`src/rtl/operand_fetch_unit_pkg.sv`:
```
// rtl/operand_fetch_unit_pkg.sv - shared widths, types and register decode helpers
package operand_fetch_unit_pkg;

    function automatic int CeilLog2(input int value);
        int r;
        for (r = 0; (1 << r) < value; r++) begin
        end
        return r;
    endfunction

    localparam int WORD_LENGTH = 32;
    localparam int NBITS       = CeilLog2(WORD_LENGTH);

    typedef logic [WORD_LENGTH-1:0] word_t;
    typedef logic [NBITS-1:0]       reg_idx_t;

    // Held operand bundle presented to the execute stage.
    typedef struct packed {
        word_t    a;
        word_t    b;
        reg_idx_t rd;
        logic     wen;
    } operand_t;

    // Register-number to one-hot decode; also used by the register file write demux.
    function automatic word_t onehot(input reg_idx_t idx);
        word_t v;
        v      = '0;
        v[idx] = 1'b1;
        return v;
    endfunction

endpackage

```
`src/rtl/operand_fetch_unit_if.sv`:
```
// rtl/operand_fetch_unit_if.sv - issue, register-file, writeback and execute signals
// slave : the fetch unit (consumes requests, drives read addresses and operands)
// master: the surrounding pipeline / register file / execute stage
interface operand_fetch_unit_if;
    import operand_fetch_unit_pkg::*;

    logic     req_valid;
    logic     req_ready;
    reg_idx_t req_rs1;
    reg_idx_t req_rs2;
    reg_idx_t req_rd;
    logic     req_wen;

    reg_idx_t rf_read_reg1;
    reg_idx_t rf_read_reg2;
    word_t    rf_read_data1;
    word_t    rf_read_data2;

    logic     wb_valid;
    reg_idx_t wb_reg;
    word_t    wb_data;

    logic     flush;

    logic     op_valid;
    logic     op_ready;
    word_t    op_a;
    word_t    op_b;
    reg_idx_t op_rd;
    logic     op_wen;

    logic     pending;

    modport slave (
        input  req_valid, req_rs1, req_rs2, req_rd, req_wen,
        input  rf_read_data1, rf_read_data2,
        input  wb_valid, wb_reg, wb_data,
        input  flush, op_ready,
        output req_ready, rf_read_reg1, rf_read_reg2,
        output op_valid, op_a, op_b, op_rd, op_wen, pending
    );

    modport master (
        output req_valid, req_rs1, req_rs2, req_rd, req_wen,
        output rf_read_data1, rf_read_data2,
        output wb_valid, wb_reg, wb_data,
        output flush, op_ready,
        input  req_ready, rf_read_reg1, rf_read_reg2,
        input  op_valid, op_a, op_b, op_rd, op_wen, pending
    );

endinterface

```
`src/rtl/operand_fetch_unit_scoreboard.sv`:
```
// rtl/operand_fetch_unit_scoreboard.sv - pending-write scoreboard with hazard lookups
// Ports: set (issue), clr (writeback), flush_clr (discarded instruction),
//        lookup1/lookup2/waw hit outputs against the writeback-adjusted bits, pending.
module reg_scoreboard
    import operand_fetch_unit_pkg::*;
(
    input  logic     clk,
    input  logic     reset,
    input  logic     set_en,
    input  reg_idx_t set_idx,
    input  logic     clr_en,
    input  reg_idx_t clr_idx,
    input  logic     flush_clr_en,
    input  reg_idx_t flush_clr_idx,
    input  reg_idx_t lookup1_idx,
    input  reg_idx_t lookup2_idx,
    input  reg_idx_t waw_idx,
    output logic     lookup1_hit,
    output logic     lookup2_hit,
    output logic     waw_hit,
    output logic     pending
);

    word_t sb_q;
    word_t sb_d;
    word_t eff;

    // A register being written back this cycle is no longer a hazard, which is
    // what lets a dependent instruction issue in the writeback cycle via bypass.
    always_comb begin
        eff  = sb_q & ~(clr_en ? onehot(clr_idx) : '0);
        sb_d = eff | (set_en ? onehot(set_idx) : '0);
        if (flush_clr_en) begin
            sb_d = sb_d & ~onehot(flush_clr_idx);
        end
    end

    assign lookup1_hit = eff[lookup1_idx];
    assign lookup2_hit = eff[lookup2_idx];
    assign waw_hit     = eff[waw_idx];
    assign pending     = |sb_q;

    always_ff @(posedge clk or negedge reset) begin
        if (!reset) begin
            sb_q <= '0;
        end else begin
            sb_q <= sb_d;
        end
    end

endmodule

```
`src/rtl/operand_fetch_unit.sv`:
```
// rtl/operand_fetch_unit.sv - issue-side operand fetch with bypass and hazard stall
// Ports: clk, reset (async active-low), bus (operand_fetch_unit_if.slave).
module operand_fetch_unit
    import operand_fetch_unit_pkg::*;
(
    input  logic                 clk,
    input  logic                 reset,
    operand_fetch_unit_if.slave  bus
);

    logic     hit1;
    logic     hit2;
    logic     hit_waw;
    logic     hazard;
    logic     accept;
    logic     flush_clr;
    logic     op_valid_q;
    logic     op_valid_d;
    operand_t op_q;
    operand_t op_d;

    assign bus.rf_read_reg1 = bus.req_rs1;
    assign bus.rf_read_reg2 = bus.req_rs2;

    assign hazard        = hit1 | hit2 | (bus.req_wen & hit_waw);
    assign bus.req_ready = reset & ~bus.flush & ~hazard & (~op_valid_q | bus.op_ready);
    assign accept        = bus.req_valid & bus.req_ready;

    // A flushed instruction never writes back, so its destination must be released.
    assign flush_clr = bus.flush & op_valid_q & op_q.wen;

    always_comb begin
        op_d       = op_q;
        op_valid_d = op_valid_q;
        if (bus.flush) begin
            op_valid_d = 1'b0;
        end else if (accept) begin
            op_valid_d = 1'b1;
            // The register file write lands at the end of this cycle, so the
            // read port still shows the old value; forward the writeback data.
            op_d.a   = (bus.wb_valid && bus.wb_reg == bus.req_rs1) ? bus.wb_data : bus.rf_read_data1;
            op_d.b   = (bus.wb_valid && bus.wb_reg == bus.req_rs2) ? bus.wb_data : bus.rf_read_data2;
            op_d.rd  = bus.req_rd;
            op_d.wen = bus.req_wen;
        end else if (bus.op_ready) begin
            op_valid_d = 1'b0;
        end
    end

    always_ff @(posedge clk or negedge reset) begin
        if (!reset) begin
            op_valid_q <= 1'b0;
            op_q       <= '0;
        end else begin
            op_valid_q <= op_valid_d;
            op_q       <= op_d;
        end
    end

    assign bus.op_valid = op_valid_q;
    assign bus.op_a     = op_q.a;
    assign bus.op_b     = op_q.b;
    assign bus.op_rd    = op_q.rd;
    assign bus.op_wen   = op_q.wen;

    reg_scoreboard u_scoreboard (
        .clk           (clk),
        .reset         (reset),
        .set_en        (accept & bus.req_wen),
        .set_idx       (bus.req_rd),
        .clr_en        (bus.wb_valid),
        .clr_idx       (bus.wb_reg),
        .flush_clr_en  (flush_clr),
        .flush_clr_idx (op_q.rd),
        .lookup1_idx   (bus.req_rs1),
        .lookup2_idx   (bus.req_rs2),
        .waw_idx       (bus.req_rd),
        .lookup1_hit   (hit1),
        .lookup2_hit   (hit2),
        .waw_hit       (hit_waw),
        .pending       (bus.pending)
    );

endmodule

```
`src/flat_wrapper.sv`:
```
// flat-port wrapper written by rule: the top's interface ports become plain ports
module operand_fetch_unit_flat import operand_fetch_unit_pkg::*;
  (clk, reset, bus_req_valid, bus_req_rs1, bus_req_rs2, bus_req_rd, bus_req_wen, bus_rf_read_data1, bus_rf_read_data2, bus_wb_valid, bus_wb_reg, bus_wb_data, bus_flush, bus_op_ready, bus_req_ready, bus_rf_read_reg1, bus_rf_read_reg2, bus_op_valid, bus_op_a, bus_op_b, bus_op_rd, bus_op_wen, bus_pending);
  operand_fetch_unit_if bus_i ();
  input  logic clk;
  input  logic reset;
  input wire logic [$bits(bus_i.req_valid)-1:0] bus_req_valid;
  input wire logic [$bits(bus_i.req_rs1)-1:0] bus_req_rs1;
  input wire logic [$bits(bus_i.req_rs2)-1:0] bus_req_rs2;
  input wire logic [$bits(bus_i.req_rd)-1:0] bus_req_rd;
  input wire logic [$bits(bus_i.req_wen)-1:0] bus_req_wen;
  input wire logic [$bits(bus_i.rf_read_data1)-1:0] bus_rf_read_data1;
  input wire logic [$bits(bus_i.rf_read_data2)-1:0] bus_rf_read_data2;
  input wire logic [$bits(bus_i.wb_valid)-1:0] bus_wb_valid;
  input wire logic [$bits(bus_i.wb_reg)-1:0] bus_wb_reg;
  input wire logic [$bits(bus_i.wb_data)-1:0] bus_wb_data;
  input wire logic [$bits(bus_i.flush)-1:0] bus_flush;
  input wire logic [$bits(bus_i.op_ready)-1:0] bus_op_ready;
  output wire logic [$bits(bus_i.req_ready)-1:0] bus_req_ready;
  output wire logic [$bits(bus_i.rf_read_reg1)-1:0] bus_rf_read_reg1;
  output wire logic [$bits(bus_i.rf_read_reg2)-1:0] bus_rf_read_reg2;
  output wire logic [$bits(bus_i.op_valid)-1:0] bus_op_valid;
  output wire logic [$bits(bus_i.op_a)-1:0] bus_op_a;
  output wire logic [$bits(bus_i.op_b)-1:0] bus_op_b;
  output wire logic [$bits(bus_i.op_rd)-1:0] bus_op_rd;
  output wire logic [$bits(bus_i.op_wen)-1:0] bus_op_wen;
  output wire logic [$bits(bus_i.pending)-1:0] bus_pending;
  assign bus_i.req_valid = bus_req_valid;
  assign bus_i.req_rs1 = bus_req_rs1;
  assign bus_i.req_rs2 = bus_req_rs2;
  assign bus_i.req_rd = bus_req_rd;
  assign bus_i.req_wen = bus_req_wen;
  assign bus_i.rf_read_data1 = bus_rf_read_data1;
  assign bus_i.rf_read_data2 = bus_rf_read_data2;
  assign bus_i.wb_valid = bus_wb_valid;
  assign bus_i.wb_reg = bus_wb_reg;
  assign bus_i.wb_data = bus_wb_data;
  assign bus_i.flush = bus_flush;
  assign bus_i.op_ready = bus_op_ready;
  assign bus_req_ready = bus_i.req_ready;
  assign bus_rf_read_reg1 = bus_i.rf_read_reg1;
  assign bus_rf_read_reg2 = bus_i.rf_read_reg2;
  assign bus_op_valid = bus_i.op_valid;
  assign bus_op_a = bus_i.op_a;
  assign bus_op_b = bus_i.op_b;
  assign bus_op_rd = bus_i.op_rd;
  assign bus_op_wen = bus_i.op_wen;
  assign bus_pending = bus_i.pending;
  operand_fetch_unit u_core (.clk(clk), .reset(reset), .bus(bus_i));
endmodule
```
`config.mk`:
```
export PLATFORM = sky130hd
export DESIGN_NAME = operand_fetch_unit_flat
export DESIGN_NICKNAME = d
export VERILOG_FILES = /design/src/rtl/operand_fetch_unit_pkg.sv /design/src/rtl/operand_fetch_unit_if.sv /design/src/rtl/operand_fetch_unit_scoreboard.sv /design/src/rtl/operand_fetch_unit.sv /design/src/flat_wrapper.sv
export SDC_FILE = /design/constraint.sdc
export NUM_CORES = 1
export LEC_CHECK = 0
export CAP_MARGIN = 15
export CORE_AREA = 2 2 222 115
export DETAILED_ROUTE_END_ITERATION = 10
export DIE_AREA = 0 0 224 117
export PLACE_DENSITY_LB_ADDON = 0.1
export RECOVER_POWER = 50
export SLEW_MARGIN = 20
export SYNTH_ARGS = -nofsm -noshare
export SYNTH_HDL_FRONTEND = slang
export SYNTH_HIERARCHICAL = 1
export SYNTH_SLANG_ARGS = --single-unit
export TNS_END_PERCENT = 50
```
`constraint.sdc`:
```
create_clock -name clk -period 4.85 [get_ports clk]
set_input_delay 0.97 -clock clk [delete_from_list [all_inputs] [get_ports clk]]
set_output_delay 0.97 -clock clk [all_outputs]
set_load 0.03 [all_outputs]
```
Word-level counts from Yosys, hierarchy flattened
Index checks and enable logic that the tools add are counted.

word-level totals
  input bits = 123
  output and inout port bits = 83
  bits in registers = 103
  logic and storage cells = 63

cells by class
  magnitude comparators = 8
  reduce and logical (&&, ||, !) cells = 8
  eq/ne operators = 2
  mux-type cells = 20
  bitwise logic cells = 19

operators with widths
  cell                                                                number
  two-way mux 32 bit                                                  5
  AND 32 bit                                                          2
  NOT 32 bit                                                          2
  bitwise OR 32 bit                                                   1
  OR reduction 32 bit                                                 1
  < comparator 5 x 6 -> 1 bit (second input constant)                 5
  binary-select mux 1 bit (select 5 bit)                              3
  demux 1 bit (select 5 bit)                                          3
  greater-or-equal comparator 5 x 1 -> 1 bit (second input constant)  3
  == test 5 bit                                                       2
  two-way mux 1 bit                                                   9
  AND 1 bit                                                           8
  logical AND 1 bit                                                   5
  NOT 1 bit                                                           3
  bitwise OR 1 bit                                                    3
  nonzero test 3 bit                                                  1
  AND reduction 2 bit                                                 1

Logic depth before layout (Yosys ltp)
Gate-level depths: netlist of run 1.

  depth in word-level cells = 20
  mapped depth = 16

Cells and area by module
Netlist of run 1, hierarchy kept.

by module, submodules not included
  module              cells an instance  seq. area each (µm²)  area each (µm²)  times used
  operand_fetch_unit  384                1776.7                3686.0           1
  reg_scoreboard      380                800.8                 3020.4           1

Worst setup path before layout of run 1
No wires, ideal clock.

  path type = input port to flip-flop
  start point = in bus_wb_reg[0]
  end point = reg u_core.u_scoreboard.sb_q[28]
  arrival = 4.080 ns
  required time = 4.763 ns
  buffers on the path = 3
  stages on the path = 15
  slack = 0.682 ns
  path through = buf_6 or2_1 buf_6 o21ai_2 o22ai_1 a2111o_1 a221oi_2 nand3_1 nor4b_2 and4_1 buf_4 and2_1 nor3b_1 nand2_1 a22oi_1

between the ends
  word-level cells in the longest chain between the ends = 20

RTL lines
  item                                                                                                                    RTL line                             text
  start, declared                                                                                                         flat_wrapper.sv:15                   input wire logic [$bits(bus_i.wb_reg)-1:0] bus_wb_reg;
  < comparator 5 x 6 -> 1 bit (implied by the code) / greater-or-equal comparator 5 x 1 -> 1 bit (equally long branches)  operand_fetch_unit_pkg.sv:29         v[idx] = 1'b1;
  logical AND 1 bit (implied by the code)                                                                                 operand_fetch_unit_pkg.sv:29
  two-way mux 1 bit (implied by the code)                                                                                 operand_fetch_unit_pkg.sv:29
  demux 1 bit (select 5 bit) (*)                                                                                          operand_fetch_unit_pkg.sv:29
  two-way mux 32 bit (*)                                                                                                  operand_fetch_unit_scoreboard.sv:31  eff = sb_q & ~(clr_en ? onehot(clr_idx) : '0);
  NOT 32 bit (*)                                                                                                          operand_fetch_unit_scoreboard.sv:31
  AND 32 bit (*)                                                                                                          operand_fetch_unit_scoreboard.sv:31
  binary-select mux 1 bit (select 5 bit) (*)                                                                              operand_fetch_unit_scoreboard.sv:39  assign lookup2_hit = eff[lookup2_idx];
  [1 not listed]                                                                                                          n/a
  via u_core.hit2                                                                                                         operand_fetch_unit.sv:12             logic hit2;
  [3 not listed]                                                                                                          n/a
  AND 1 bit (*) (2 in a row)                                                                                              operand_fetch_unit.sv:26             assign bus.req_ready = reset & ~bus.flush & ~hazard & (~op_valid_q | bus.op_ready);
  AND 1 bit (*)                                                                                                           operand_fetch_unit.sv:27             assign accept = bus.req_valid & bus.req_ready;
  AND 1 bit (*)                                                                                                           operand_fetch_unit.sv:69             .set_en (accept & bus.req_wen),
  two-way mux 32 bit (*)                                                                                                  operand_fetch_unit_scoreboard.sv:32  sb_d = eff | (set_en ? onehot(set_idx) : '0);
  bitwise OR 32 bit (*)                                                                                                   operand_fetch_unit_scoreboard.sv:32
  AND 32 bit                                                                                                              operand_fetch_unit_scoreboard.sv:34  sb_d = sb_d & ~onehot(flush_clr_idx);
  two-way mux 32 bit (*)                                                                                                  operand_fetch_unit_scoreboard.sv:33  if (flush_clr_en) begin
  via u_core.u_scoreboard.sb_d[28]                                                                                        operand_fetch_unit_scoreboard.sv:25  word_t sb_d;
  end signal, assigned                                                                                                    operand_fetch_unit_scoreboard.sv:45  sb_q <= '0;
  end signal, assigned                                                                                                    operand_fetch_unit_scoreboard.sv:47  sb_q <= sb_d;
  end, declared                                                                                                           operand_fetch_unit_scoreboard.sv:24  word_t sb_q;

Mark *: on every way through the listed nets, which the timed path passes. The rest lies on a longest branch. The select of a mux whose other input is x is not followed.
A chain may end at the register's enable or synchronous reset.

Worst setup path after layout of run 1
  start point = in bus_req_rs1[0]
  end point = out bus_req_ready

between the ends
  word-level cells in the longest chain between the ends = 7

RTL lines
  item                                     RTL line                             text
  start, declared                          flat_wrapper.sv:8                    input wire logic [$bits(bus_i.req_rs1)-1:0] bus_req_rs1;
  binary-select mux 1 bit (select 5 bit)   operand_fetch_unit_scoreboard.sv:38  assign lookup1_hit = eff[lookup1_idx];
  two-way mux 1 bit (implied by the code)  operand_fetch_unit_scoreboard.sv:38
  via u_core.hit1                          operand_fetch_unit.sv:11             logic hit1;
  bitwise OR 1 bit (2 in a row)            operand_fetch_unit.sv:25             assign hazard = hit1 | hit2 | (bus.req_wen & hit_waw);
  NOT 1 bit                                operand_fetch_unit.sv:26
  AND 1 bit (2 in a row)                   operand_fetch_unit.sv:26
  end, declared                            flat_wrapper.sv:19                   output wire logic [$bits(bus_i.req_ready)-1:0] bus_req_ready;

The timed path passes the listed nets, and every way through them passes these cells. The select of a mux whose other input is x is not followed.

==> impl_metrics.yaml, run 1 <==
min_path:
  hp-class: "reg2reg"
drt:
  wl_um: 31800
  ant_nets: 0
  drtIter0Drc: 709
  drc: 0
  vias_per_cell: 5.51
  num_vias: 7224
  wire_per_inst_um: 24.2
  drt_first_pass_iters: 5
yosys:
  synth_edf_count: 0
  synth_area_mm2: 0.00671
  yosysMostFrequentCell: "nand2_1"
  synthFlopType: "dfrtp_1"
  yosysSeqAreaShare_pct: 38.4
  ys_top_cells_by_count: "167 x nand2_1, 127 x o211ai_1, 103 x dfrtp_1"
  synth_area_leaders: "dfrtp_1 38%, o211ai_1 14%, nand2_1 9.3%"
  synth-async-reset-ratio_pct: 100
  synthesis.instances: 764
  yosysTopAreaCell: "dfrtp_1"
  ys_ff_latch: 103
  postSynthAreaPerCell_um2: 8.78
  ys_types: 58
  ys.warnings.count: 6
  synth_top_area_share_pct: 38.4
  syn-num-nets: 887
floorplanning:
  row_count: 41
  die_h_um: 117
  core_area_mm2: 0.0245
  initial_core_util_pct: 27.4
  ios: 206
  dieArea_mm2: 0.0262
  die_x_um: 224
setup_path:
  path_cells: "clkdlybuf4s50_1 -> xor2_1 -> or4_1 -> o211ai_1 -> a32o_1 -> and3_1 -> o211ai_1 -> nor4b_2 -> buf_4 -> and3_1 -> buf_4"
  start_kind: "input pin"
  worst_ep_arrival_time_ns: 3.70
  path_buf_inv: 3
  crit_required_ns: 3.88
  cp_top_family: "simple AND/OR/NAND/NOR gates"
  crit_type: "in2out"
  worst_path_largest_cell_delay_ns: 0.69
  worstPathMaxFanout: 5
  crit_path_top_delay_cell: "clkdlybuf4s50_1"
  endpoint_kind: "output pin"
run:
  maxCapViolCount: 1
sta:
  max_freq_mhz: 214
  setup_violations: 0
  post-route-period-util_pct: 96.4
  slew_headroom_pct: -15.0
  drv_slew: 65
  finClkSkew_ns: 0.0143
  hold_viol_final: 0
  rsz0062_at_grt: "no"
  tightest_slew_ns: 1.73
  tns_ns: 0
  min_period_ns: 4.67
cts:
  cts_buffers: 9
  clkTransAtPathRegs_ns: 0.07
  clock_sinks: 103
  cts_tree: "built"
  cts-root-buf: "clkbuf_16"
  cts_buffer_depth: 2
  worstSkewPairLatency_ns: 0.36
  cts_setup_buffers: 0
  ctsHtreeMaxLevel: 3
run_status:
  status: "finished with violations"
  violations: "capacitance limit, slew limit"
final_layout:
  area_delta_synth_final_pct: 45.5
  post_route_cells_drive_above_1_share_pct: 13.0
  fillers: 2490
  fin_util_pct: 39.9
  final_nets: 1108
  stdcell_area_mm2: 0.00976
power_and_ir_drop:
  ir_drop_mv: 0.161
  p_leak_nw: 3.93
  p_per_area_mw_per_mm2: 334
global_route:
  grt_max_degree: 72
  grt_pass1_vias: 6794
  grt.total_usage_pct: 24.3
  grt_first_pass_wirelength_um: 46800
  grt_overflow: 0
  antenna_found_initial: 0
placement:
  port_buffers: 205
  dpl_cell_area_mm2: 0.00939
  place_congestion: 0.997
  dp_hpwl_um: 23800
[cell type report]
type                            count  area [µm²]  share of cell area (%)
Clock buffer                        9         225                    2.31
Tap cell                          322         403                    4.13
Clock inverter                      6        92.6                   0.949
Antenna cell                        1        2.50                  0.0256
Sequential cell                   103        2580                    26.4
Timing Repair Buffer              283        2710                    27.7
Inverter                            6        22.5                   0.231
Multi-Input combinational cell    582        3730                    38.2
[kinds of logic (layout without fill, tap and decap cells)]
family                 after synthesis  in the layout  share of synthesized area, %
AO/OA/AOI/OAI                      252            252                          27.9
XOR/XNOR                            13             13                          1.70
buffers and inverters               79            304                          6.62
flip-flops                         103            103                          38.4
multiplexers                        25             25                          4.27
other                                0              1                             0
AND/OR/NAND/NOR                    292            292                          21.1
[through the flow]
stage,instances,worst slack [ns],total power [W],hold WS (ns)
after floorplan,764,0.682,0.00182,0.553
after global placement,1296,0.0343,0.00250,0.474
after detailed placement,1296,0.0338,0.00249,0.481
after CTS,1311,0.0325,0.00332,0.500
after global routing,1311,0.0169,0.00344,0.516
final,1312,0.177,0.00326,0.487
[timing repair]
action,4_1_cts,5_1_grt
gates resized for setup,0,11
hold buffers,0,0
hold endpoints to repair,0,0
endpoints found under the setup margin,0,1
[cell usage in the layout (no fill, tap or decap), drive strengths merged, types with 12 or more instances in the layout]
master / n
nor3: 12
clkdlybuf4s50: 157
o21ai: 26
nor2: 19
a22oi: 23
dlygate4sd3: 41
nand2: 167
dfrtp: 103
a21oi: 22
buf: 79
nand4: 14
o211ai: 137
mux2i: 14
[routing by layer]
metal	up-vias	global-route usage [%]	wire [µm]
met5	-	0	0
met4	0	4.18	214
met3	14	9.96	3790
met2	339	28.6	11300
met1	3545	39.2	16500
li1	3326	-	-
[registers in the layout (all words and copies together), names as in the netlist]
name / flops
u_core/bus.op_valid: 1
u_core/bus.op_wen: 1
u_core/bus.op_b: 32
u_core/u_scoreboard/sb_q: 32
u_core/bus.op_rd: 5
u_core/bus.op_a: 32
[where the power goes]
part | internal, W | switching [W] | leakage, nW
Sequential | 0.00103 | 0.000124 | 1.33
Combinational | 0.000525 | 0.000777 | 2.45
Clock | 0.000454 | 0.000350 | 0.149
Total | 0.00201 | 0.00125 | 3.93
[path summary, 6_finish.rpt]
kind                       cells past startpoint                                endpoint                              startpoint  slack, ns
max                                           11                           bus_req_ready                          bus_req_rs1[0]       0.18
min                                            2         u_core/bus.op_a[10]$_DFFE_PN0P_         u_core/bus.op_a[10]$_DFFE_PN0P_       0.49
max reg2reg                                   13  u_core/u_scoreboard/sb_q[12]$_DFF_PN0_  u_core/u_scoreboard/sb_q[19]$_DFF_PN0_       1.58
min reg2reg                                    2         u_core/bus.op_a[10]$_DFFE_PN0P_         u_core/bus.op_a[10]$_DFFE_PN0P_       0.49
max in group asynchronous                      2  u_core/u_scoreboard/sb_q[18]$_DFF_PN0_                                   reset       2.13
min in group asynchronous                      1  u_core/u_scoreboard/sb_q[29]$_DFF_PN0_                                   reset       0.60
[worst min-delay path, delay by kind of cell, from the launching register on]
kind	cells	cell delay (ns)
simple gates	1	0.06
compound gates	1	0.05
flops	1	0.34
Note: power is estimated with default switching activity, not from simulation.
==> run 2, diff against run 1 <==
- ABC_CLOCK_PERIOD_IN_PS: not set -> 4850
- SLEW_MARGIN: 20 -> 30
==> run 2 against run 1 <==
Against the previous run: the run still ends with capacitance limit, slew limit left; worst setup slack lost 0.0041 ns; global-route usage is essentially flat; via count is 0.24% lower; combinational power is essentially flat; sequential cell count stayed put; critical endpoint unchanged; clock skew about the same; hold slack improved by 0.0025 ns; highest routed layer unchanged; sequential power barely moved.
==> impl_metrics.yaml, run 2 (synthesis gave the netlist of run 1 again) <==
sta:
  slew_headroom_pct: -15.2
  hold_viol_final: 0
  finClkSkew_ns: 0.0144
  tightest_slew_ns: 1.73
  tns_ns: 0
  post-route-period-util_pct: 96.4
  min_period_ns: 4.68
  setup_violations: 0
  drv_slew: 65
  rsz0062_at_grt: "no"
  max_freq_mhz: 214
cts:
  worstSkewPairLatency_ns: 0.36
  cts-root-buf: "clkbuf_16"
  cts_tree: "built"
  clock_sinks: 103
  cts_buffers: 9
  clkTransAtPathRegs_ns: 0.07
  cts_buffer_depth: 2
  ctsHtreeMaxLevel: 3
  cts_setup_buffers: 0
global_route:
  antenna_found_initial: 0
  grt_first_pass_wirelength_um: 46600
  grt.total_usage_pct: 24.3
  grt_overflow: 0
  grt_pass1_vias: 6769
  grt_max_degree: 72
run:
  maxCapViolCount: 1
drt:
  num_vias: 7207
  drt_first_pass_iters: 5
  vias_per_cell: 5.49
  drc: 0
  wire_per_inst_um: 24.2
  ant_nets: 0
  wl_um: 31700
  drtIter0Drc: 719
floorplanning:
  ios: 206
  row_count: 41
  core_area_mm2: 0.0245
  die_x_um: 224
  dieArea_mm2: 0.0262
  initial_core_util_pct: 27.4
  die_h_um: 117
setup_path:
  worstPathMaxFanout: 6
  crit_type: "in2out"
  crit_required_ns: 3.88
  worst_ep_arrival_time_ns: 3.71
  regToRegSetupSlack_ns: 1.56
  endpoint_kind: "output pin"
  rr_worst_depth: 14
  start_kind: "input pin"
final_layout:
  antenna_cells: 0
  stdcell_area_mm2: 0.00975
  fillers: 2477
  fin_util_pct: 39.8
  area_delta_synth_final_pct: 45.4
  final_common_cell: "nand2_1"
  post_route_cells_drive_above_1_share_pct: 13.3
  final_nets: 1108
  final_cell_mix: "167 x nand2_1, 157 x clkdlybuf4s50_1, 127 x o211ai_1, 103 x dfrtp_1, 74 x buf_4"
power_and_ir_drop:
  ir_drop_mv: 0.151
  p_switching_w: 0.00127
  p_per_area_mw_per_mm2: 326
  pwr-share-comb_pct: 41.0
  p_leak_nw: 3.93
  p_seq_share_pct: 36.3
  p_int_w: 0.00191
  clkPwrFrac_pct: 22.7
  switching_share_pct: 39.9
  power_w: 0.00318
placement:
  port_buffers: 205
  place_congestion: 0.997
  dpl_cell_area_mm2: 0.00939
  dp_hpwl_um: 23800
min_path:
  min_path_cells: 2
  hp-class: "reg2reg"
run_status:
  status: "finished with violations"
  violations: "capacitance limit, slew limit"
[run 2: cell count changes in the layout (fill, tap and decap cells not counted), sizes merged]
cell      previous run  this run
diode                1         0
clkbuf              10        11
clkinvlp             2         1
clkinv               0         3
bufinv               2         0
[run 2: critical path, stage by stage]
cell and delay [ns]:
clkdlybuf4s50_1 0.58, buf_4 0.18, nand2_1 0.13, or4_1 0.47, o32a_1 0.20, o221ai_2 0.20
and3_1 0.19, o211ai_1 0.12, nor4b_2 0.23, buf_4 0.15, and3_1 0.13, buf_4 0.15
[run 2: power groups by stage]
stage               Clock (W)  Combinational (W)  Sequential [W]
floorplan                   0           0.000367         0.00145
global placement            0            0.00133         0.00117
detailed placement          0            0.00132         0.00117
CTS                  0.000750            0.00133         0.00116
global route         0.000794            0.00138         0.00118
finish               0.000721            0.00130         0.00115
[run 2: layer usage]
layer / track usage (%) / up-vias / part of all wire (%)
met5: 0 / - / 0
li1: - / 3319 / -
met1: 39.5 / 3532 / 52
met3: 9.76 / 18 / 12
met4: 4.27 / 0 / 0.90
met2: 28.2 / 338 / 35
[run 2: metrics by stage]
step	hold WS (ns)	cells	worst slack [ns]
2_1_floorplan	0.553	764	0.682
3_3_place_gp	0.474	1296	0.0343
3_5_place_dp	0.481	1296	0.0661
4_1_cts	0.500	1312	0.0576
5_1_grt	0.522	1312	0.0261
6_report	0.490	1312	0.173
[run 2: timing repair]
action                     CTS  global route
hold buffers                 0             0
gates resized for setup      0            12
setup endpoints to repair    0             1
[run 2: final timing paths]
kind,start,end
max,bus_wb_reg[1],bus_req_ready
min,u_core/bus.op_b[10]$_DFFE_PN0P_,u_core/bus.op_b[10]$_DFFE_PN0P_
max reg2reg,u_core/u_scoreboard/sb_q[31]$_DFF_PN0_,u_core/u_scoreboard/sb_q[12]$_DFF_PN0_
min reg2reg,u_core/bus.op_b[10]$_DFFE_PN0P_,u_core/bus.op_b[10]$_DFFE_PN0P_
max in group asynchronous,reset,u_core/u_scoreboard/sb_q[15]$_DFF_PN0_
min in group asynchronous,reset,u_core/bus.op_valid$_DFFE_PN0P_
[run 2: layout make-up]
type / instances / area, µm² / share of cell area [%]
flip-flops and latches: 103 / 2580 / 26.4
clock buffers: 10 / 229 / 2.35
clock inverters: 6 / 53.8 / 0.552
repair buffers: 283 / 2710 / 27.7
well taps: 322 / 403 / 4.13
inverters: 6 / 22.5 / 0.231
multi-input cells: 582 / 3760 / 38.5
==> run 3, diff against run 2 <==
- REMOVE_ABC_BUFFERS: not set -> 1
==> run 3 against run 2 <==
Against the previous run: the run still ends with capacitance limit, slew limit left; global-route usage fell by 1.5 points; combinational power barely moved; final cell count fell by 0.69%; maximum frequency fell by 1.5%; non-clock buffer count fell by 10; count of clock-buffer cells in the layout rose by 4; worst setup slack got worse by 0.072 ns; cell area fell by 0.17%; utilization fell by 0.067 points; critical path depth fell by 2; critical endpoint unchanged; highest routed layer unchanged.
==> impl_metrics.yaml, run 3 (synthesis gave the netlist of run 1 again) <==
sta:
  drv_slew: 64
  tns_ns: 0
  finClkSkew_ns: 0.0113
  tightest_slew_ns: 1.66
  max_freq_mhz: 211
  hold_viol_final: 0
  min_period_ns: 4.75
  slew_headroom_pct: -10.4
  rsz0062_at_grt: "no"
  setup_violations: 0
  post-route-period-util_pct: 97.9
global_route:
  grt_pass1_vias: 6842
  grt_max_degree: 72
  grt.total_usage_pct: 22.8
  antenna_found_initial: 0
  grt_overflow: 0
  grt_first_pass_wirelength_um: 44400
placement:
  placedCellCount: 1286
  port_buffers: 205
  dp_hpwl_um: 22700
  place_congestion: 0.981
floorplanning:
  dieArea_mm2: 0.0262
  row_count: 41
  die_x_um: 224
  core_area_mm2: 0.0245
  initial_core_util_pct: 27.4
  ios: 206
  die_h_um: 117
cts:
  cts_tree: "built"
  clkTransAtPathRegs_ns: 0.07
  cts_buffers: 9
  cts_buffer_depth: 2
  cts-root-buf: "clkbuf_16"
  worstSkewPairLatency_ns: 0.36
  ctsHtreeMaxLevel: 3
  cts_setup_buffers: 0
  clock_sinks: 103
  cts_hold_buf: 0
drt:
  wl_um: 30400
  num_vias: 7164
  vias_per_cell: 5.50
  ant_nets: 0
  drc: 0
  drt_first_pass_iters: 6
  wire_per_inst_um: 23.4
  drtIter0Drc: 738
run:
  maxCapViolCount: 1
setup_path:
  crit_type: "in2out"
  regToRegSetupSlack_ns: 1.38
  rr_worst_depth: 15
  worstReg2RegEnd: "u_core/u_scoreboard/sb_q[26]$_DFF_PN0_"
  worst_ep_arrival_time_ns: 3.78
  worstPathMaxFanout: 6
  crit_required_ns: 3.88
  endpoint_kind: "output pin"
  r2r-start: "u_core/u_scoreboard/sb_q[26]$_DFF_PN0_"
  start_kind: "input pin"
final_layout:
  final_nets: 1098
  fillers: 2459
  final-seq-area_mm2: 0.00258
  finalNonFillerCells: 1303
  multiInputGateArea_mm2: 0.00376
  final_cell_mix: "167 x nand2_1, 156 x clkdlybuf4s50_1, 127 x o211ai_1, 103 x dfrtp_1, 61 x buf_4"
  area_delta_synth_final_pct: 45.1
  post_route_cells_drive_above_1_share_pct: 12.6
  final_common_cell: "nand2_1"
run_status:
  violations: "capacitance limit, slew limit"
  status: "finished with violations"
power_and_ir_drop:
  ir_drop_mv: 0.163
  p_leak_nw: 3.90
  p_per_area_mw_per_mm2: 330
min_path:
  min_path_cells: 2
  hp-class: "reg2reg"
  hold_path_end: "u_core/bus.op_a[10]$_DFFE_PN0P_"
  worstHoldStart: "u_core/bus.op_a[10]$_DFFE_PN0P_"
## run 3: critical path, cell delays in order
cell and delay [ns]:
clkdlybuf4s50_1 0.71, xor2_1 0.21, nor3_1 0.39, a31oi_1 0.20
a41oi_1 0.33, and3_1 0.33, o211ai_1 0.15, nand2_1 0.12
and3_1 0.20, buf_4 0.17
## run 3: repair_timing
action / 4_1_cts / 5_1_grt
gates resized for setup: 4 / 11
pin swaps: 0 / 1
gates cloned: 0 / 0
setup endpoints to repair: 1 / 1
## run 3: how the worst max path moves through the flow
stage,startpoint,to,slack [ns]
floorplan,bus_wb_reg[3],u_core/u_scoreboard/sb_q[28]$_DFF_PN0_,-0.77
global placement,bus_wb_reg[4],bus_req_ready,0.07
detailed placement,bus_wb_reg[2],bus_req_ready,-0.02
CTS,bus_wb_reg[4],bus_req_ready,0.02
global route,bus_wb_valid,bus_req_ready,0.001
finish,bus_req_rd[0],bus_req_ready,0.10
## run 3: final cells by class
class	instances	area share, %
tap	322	4.14
clock inverter	2	0.386
inverter	6	0.231
sequential	103	26.5
timing repair buffer	273	27.3
clock buffer	14	2.82
antenna	1	0.0257
multi-input combinational	582	38.6
## run 3: power by group
| group | internal, W | leakage [nW] | switching [W] |
|---|---|---|---|
| Sequential | 0.00103 | 1.33 | 0.000130 |
| Combinational | 0.000525 | 2.42 | 0.000764 |
| Clock | 0.000444 | 0.149 | 0.000326 |
## run 3: stage by stage
stage	hold WS, ns	worst slack, ns	utilization (%)	power (W)	area [µm²]
2_1_floorplan	0.553	-0.775	-	0.00177	6280
3_3_place_gp	0.482	0.0719	38.2	0.00249	9340
3_5_place_dp	0.476	-0.0213	38.2	0.00248	9340
4_1_cts	0.501	0.0248	39.5	0.00328	9670
5_1_grt	0.516	0.00125	39.8	0.00338	9730
6_report	0.490	0.101	39.8	0.00322	9730
## run 3: metal layers
metal  part of all wire [%]  wire length, µm  GRT usage (%)  vias up
li1                       -                -              -     3301
met1                     50            15300           35.6     3494
met2                     38            11700           28.8      339
met3                     10             3140           8.64       30
met4                    1.1              320           4.22        0
met5                      0                0              0        -
